[src/rtl/data_sram_bridge.sv]
// Bridges the CPU's single-cycle data SRAM port onto a split-transaction
// bus with addr_ok/data_ok handshakes, stalling the pipeline until done.
//
// Ports:
//   clk, rst                  clock, synchronous active-high reset
//   data_sram_en/wen/addr/    CPU request from EX (wen 0000 = read)
//     wdata
//   data_sram_rdata           registered load data, held for MEM
//   stallreq                  stall request to pipeline control
//   bus_req/wr/wstrb/addr/    bus request, held stable while pending
//     wdata
//   bus_addr_ok/data_ok/      slave accept, response and read data
//     rdata
//   err                       sticky timeout flag
module data_sram_bridge #(
  parameter int unsigned TIMEOUT_CYC = 255,
  parameter logic [31:0] ERR_DATA    = 32'hDEAD_BEEF
) (
  input  logic        clk,
  input  logic        rst,
  input  logic        data_sram_en,
  input  logic [3:0]  data_sram_wen,
  input  logic [31:0] data_sram_addr,
  input  logic [31:0] data_sram_wdata,
  output logic [31:0] data_sram_rdata,
  output logic        stallreq,
  output logic        bus_req,
  output logic        bus_wr,
  output logic [3:0]  bus_wstrb,
  output logic [31:0] bus_addr,
  output logic [31:0] bus_wdata,
  input  logic        bus_addr_ok,
  input  logic        bus_data_ok,
  input  logic [31:0] bus_rdata,
  output logic        err
);

  localparam int CW = $clog2(TIMEOUT_CYC + 1);
  localparam logic [CW-1:0] LAST = CW'(TIMEOUT_CYC - 1);

  typedef enum logic [1:0] {
    S_IDLE,
    S_REQ,
    S_RESP,
    S_DONE
  } state_t;

  state_t        r_state;
  state_t        w_next;
  logic [CW-1:0] r_cnt;
  logic          r_bus_req;
  logic          r_bus_wr;
  logic [3:0]    r_bus_wstrb;
  logic [31:0]   r_bus_addr;
  logic [31:0]   r_bus_wdata;
  logic [31:0]   r_rdata;
  logic          r_err;

  logic w_launch;
  logic w_done_ok;
  logic w_timeout;
  logic w_age_hit;
  logic w_busy;

  assign w_age_hit = (r_cnt == LAST);
  assign w_busy    = (r_state == S_REQ) ||
                     (r_state == S_RESP);

  always_ff @(posedge clk) begin
    if (rst) begin
      r_state <= S_IDLE;
    end else begin
      r_state <= w_next;
    end
  end

  // A response only counts in REQ when the
  // request is accepted in the same cycle;
  // a real completion beats the timeout.
  always_comb begin
    w_next    = r_state;
    w_launch  = 1'b0;
    w_done_ok = 1'b0;
    w_timeout = 1'b0;
    unique case (r_state)
      S_IDLE: begin
        if (data_sram_en) begin
          w_launch = 1'b1;
          w_next   = S_REQ;
        end
      end
      S_REQ: begin
        if (bus_addr_ok && bus_data_ok) begin
          w_done_ok = 1'b1;
          w_next    = S_DONE;
        end else if (w_age_hit) begin
          w_timeout = 1'b1;
          w_next    = S_DONE;
        end else if (bus_addr_ok) begin
          w_next = S_RESP;
        end
      end
      S_RESP: begin
        if (bus_data_ok) begin
          w_done_ok = 1'b1;
          w_next    = S_DONE;
        end else if (w_age_hit) begin
          w_timeout = 1'b1;
          w_next    = S_DONE;
        end
      end
      S_DONE: begin
        w_next = S_IDLE;
      end
      default: begin
        w_next = S_IDLE;
      end
    endcase
  end

  always_ff @(posedge clk) begin
    if (rst) begin
      r_cnt       <= '0;
      r_bus_req   <= 1'b0;
      r_bus_wr    <= 1'b0;
      r_bus_wstrb <= 4'h0;
      r_bus_addr  <= 32'h0;
      r_bus_wdata <= 32'h0;
    end else begin
      if (w_launch) begin
        r_cnt       <= '0;
        r_bus_req   <= 1'b1;
        r_bus_wr    <= |data_sram_wen;
        r_bus_wstrb <= data_sram_wen;
        r_bus_addr  <= data_sram_addr;
        r_bus_wdata <= data_sram_wdata;
      end else if (w_busy && !w_age_hit) begin
        r_cnt <= r_cnt + 1'b1;
      end
      if (r_state == S_REQ &&
          (bus_addr_ok || w_timeout)) begin
        r_bus_req <= 1'b0;
      end
    end
  end

  // Load data only moves on a read completion,
  // so MEM sees a stable value across stalls.
  always_ff @(posedge clk) begin
    if (rst) begin
      r_rdata <= 32'h0;
      r_err   <= 1'b0;
    end else begin
      if (w_done_ok && !r_bus_wr) begin
        r_rdata <= bus_rdata;
      end
      if (w_timeout) begin
        r_err <= 1'b1;
        if (!r_bus_wr) begin
          r_rdata <= ERR_DATA;
        end
      end
    end
  end

  assign stallreq = !rst &&
    ((r_state == S_IDLE && data_sram_en) ||
     w_busy);

  assign data_sram_rdata = r_rdata;
  assign bus_req         = r_bus_req;
  assign bus_wr          = r_bus_wr;
  assign bus_wstrb       = r_bus_wstrb;
  assign bus_addr        = r_bus_addr;
  assign bus_wdata       = r_bus_wdata;
  assign err             = r_err;

endmodule

[config.mk]
export PLATFORM = sky130hd
export DESIGN_NAME = data_sram_bridge
export DESIGN_NICKNAME = d
export VERILOG_FILES = /design/src/rtl/data_sram_bridge.sv
export SDC_FILE = /design/constraint.sdc
export NUM_CORES = 1
export LEC_CHECK = 0
export ABC_AREA = 1
export BUFFER_PORTS_ARGS = -buffer_cell sky130_fd_sc_hd__buf_2
export CAP_MARGIN = 10
export CORE_MARGIN = 4
export CORE_UTILIZATION = 46
export CTS_CLUSTER_SIZE = 25
export DETAILED_ROUTE_END_ITERATION = 16
export PLACE_DENSITY = 0.87
export SETUP_SLACK_MARGIN = 0.2
export SYNTH_ARGS = -nofsm -noshare
export SYNTH_HDL_FRONTEND = slang
export SYNTH_SLANG_ARGS = --single-unit
[constraint.sdc]
create_clock -name clk -period 2.43 [get_ports clk]
set_clock_uncertainty 0.2 [all_clocks]
set_input_delay 0.243 -clock clk [delete_from_list [all_inputs] [get_ports clk]]
set_output_delay 0.243 -clock clk [all_outputs]
set_load 0.02 [all_outputs]
==> impl_metrics.py <==
metrics = {
    "run_status": {
        "status": "finished, final reports clean",
    },
    "synthesis": {
        "yosysUniqueCellTypes": 28,
        "synth_warnings": 0,
        "syn_area_um2": 4370,
        "synth_nets": 671,
        "syn_avg_cell_area_um2": 7.80,
        "yosysSeqAreaShare": 0.518,
        "syn_inst": 560,
        "ys_ff_latch": 113,
    },
    "worst_setup_path": {
        "startpoint": "r_state[0]",
        "critical_path_arrival_ns": 1.71,
        "cp_max_fo": 5,
        "r2r_start": "r_state[1]",
        "cp-start-kind": "register",
        "endpoint_kind": "primary output",
        "crit_type": "reg -> out",
        "critPathRequiredTime_ns": 1.99,
    },
    "clock_network": {
        "clockBufferDepth": 2,
        "post-cts-setup-buffers": 0,
        "clock-sinks": 113,
        "root_buffer": "clkbuf_8",
        "h-tree-depth": 4,
        "clk_pin_slew_ns": 0.06,
        "insertion_delay_ns": 0.50,
        "tritoncts": "done",
        "cts_buffers": 17,
    },
    "timing": {
        "setup_viol": 0,
        "finalCritPeriodShare": 0.887,
        "fin_setup_tns_ns": 0,
        "hold_viol": 0,
        "relSlewSlack": 0.742,
        "fin_crit_ns": 2.15,
        "drv_slew": 0,
        "rsz0062_at_grt": "false",
        "worst_pin_slew_ns": 0.387,
        "fmax_mhz": 464,
    },
    "global_route": {
        "grt_pass1_wl_um": 26300,
        "grt_overflow_total": 0,
        "grt_max_degree": 48,
        "antenna_found_initial": 1,
        "grt_pass1_vias": 5515,
        "track_usage": 0.293,
    },
    "pwr": {
        "cellPowerDensity_nw_per_um2": 1070,
        "p_leak_uw": 0.00328,
        "ir_drop_mv": 0.728,
    },
    "finish": {
        "syn_to_final_growth_pct": 63.1,
        "nets": 971,
        "final_area_um2": 7130,
        "final_layout_size_suffix_gt1_frac": 0.308,
    },
    "placement": {
        "dp_hpwl_um": 8950,
        "place.gp.congestion": 0.894,
        "port_buffers": 208,
        "placed_cell_area_um2": 5470,
    },
    "die": {
        "die_y_um": 105,
        "io_pins": 209,
        "start_util": 0.473,
        "rows": 35,
        "die_w_um": 105,
        "fp.coreArea_um2": 9240,
        "dieArea_um2": 11100,
    },
    "flow_run": {
        "cap_violations": 0,
    },
    "routing": {
        "drt_iter0_drc": 458,
        "drt_first_pass_iters": 8,
        "vias_per_cell": 5.32,
        "num_vias": 5336,
        "wl_per_cell_um": 16.5,
        "wirelength_um": 16600,
        "antenna_left": 0,
        "drc": 0,
    },
    "min_path": {
        "hold_class": "in -> reg",
        "min_from": "rst",
    },
}
==> cell usage after synthesis, drive strengths merged <==
library cell	number	share of area
xnor2	1	0.0020
nor3	3	0.0034
ha	6	0.017
a31oi	23	0.033
o21ai	73	0.084
dfxtp	113	0.52
nor2	152	0.13
a211oi	1	0.0017
a21oi	19	0.023
a221oi	1	0.0020
clkinv	1	0.00086
nand3b	1	0.0017
nand4	32	0.046
nand3	8	0.012
nor3b	1	0.0017
nand2	68	0.062
buf	12	0.018
inv	17	0.015
clkbuf	28	0.024
==> state kept, by name, summed over array words and instances (netlist names), named ones only <==
register,cells
bus_wstrb,4
bus_wr,1
bus_addr,32
bus_wdata,32
data_sram_rdata,31
r_cnt,8
err,1
bus_req,1
r_state,2
==> per-stage QoR <==
stage | setup slack (ns) | power, uW | hold slack [ns] | std cells | utilization
after floorplan | 0.651 | 4080 | 0.189 | 560 | -
after global placement | 0.451 | 4700 | 0.247 | 868 | 0.592
after detailed placement | 0.306 | 4810 | 0.256 | 868 | 0.592
after CTS | 0.202 | 7520 | 0.0188 | 1002 | 0.771
after global routing | 0.214 | 8030 | 0.0618 | 1003 | 0.771
final | 0.276 | 7640 | 0.0458 | 1003 | 0.771
==> cells in the final DEF, fill, tap and decap left out, drive strengths merged <==
cell type	instances
o21ai	73
buf	219
nand3	8
nor3	3
dlygate4sd3	102
nor2	152
clkinv	4
a211oi	1
dfxtp	113
a31oi	23
a221oi	1
bufinv	3
nand2	68
diode	1
clkbuf	18
clkinvlp	4
ha	6
nand3b	1
nor3b	1
xnor2	1
nand4	32
a21oi	19
inv	21
==> routing by layer <==
metal,share of wire,vias to the layer above,track usage,wire (um)
met2,0.52,322,0.538,8640
met5,0,-,0,0
met3,0.083,78,0.0888,1370
met4,0.052,0,0.156,862
met1,0.34,2471,0.293,5710
li1,-,2465,-,-
==> worst max-delay path, cell delays in order, from the launching register on <==
cell and delay, ns:
dfxtp_2 0.36, inv_2 0.07, ha_4 0.31, inv_1 0.11
a21oi_2 0.19, buf_4 0.17
==> kinds of logic after synthesis <==
kind of cell               synth area share
buffers and inverters                0.0573
AOI/OAI and AO/OA                     0.145
adders and majority gates            0.0172
xor gates and xnor gates            0.00200
DFF                                   0.518
and+or+nand+nor                       0.261
==> final timing paths <==
kind                    endpoint  slack, ns  cells past startpoint
max reg2reg  data_sram_rdata[26]       0.41                      7
min reg2reg  data_sram_rdata[17]       0.27                      2
max                     stallreq       0.28                      5
min           data_sram_rdata[2]       0.05                      3
==> area by class of cell <==
class / instances / area, um2
clock inverters: 14 / 178
inverters: 18 / 67.6
flip-flops and latches: 113 / 2260
diodes: 1 / 2.50
repair buffers: 321 / 2150
fillers: 576 / 2110
multi-input cells: 389 / 1880
clock buffers: 18 / 428
well taps: 129 / 161
==> where the power goes <==
group	internal, uW	switching, uW
clock	1600	922
sequential	2240	221
combinational	870	1790
total	4710	2930
==> timing repair <==
action | 4_1_cts | 5_1_grt
hold buffers | 102 | 0
endpoints found under the hold margin | 103 | 0
pin swaps | 1 | 1
gates resized for setup | 6 | 3
endpoints found under the setup margin | 1 | 2
No activity file was read; power rests on OpenSTA's default activity.
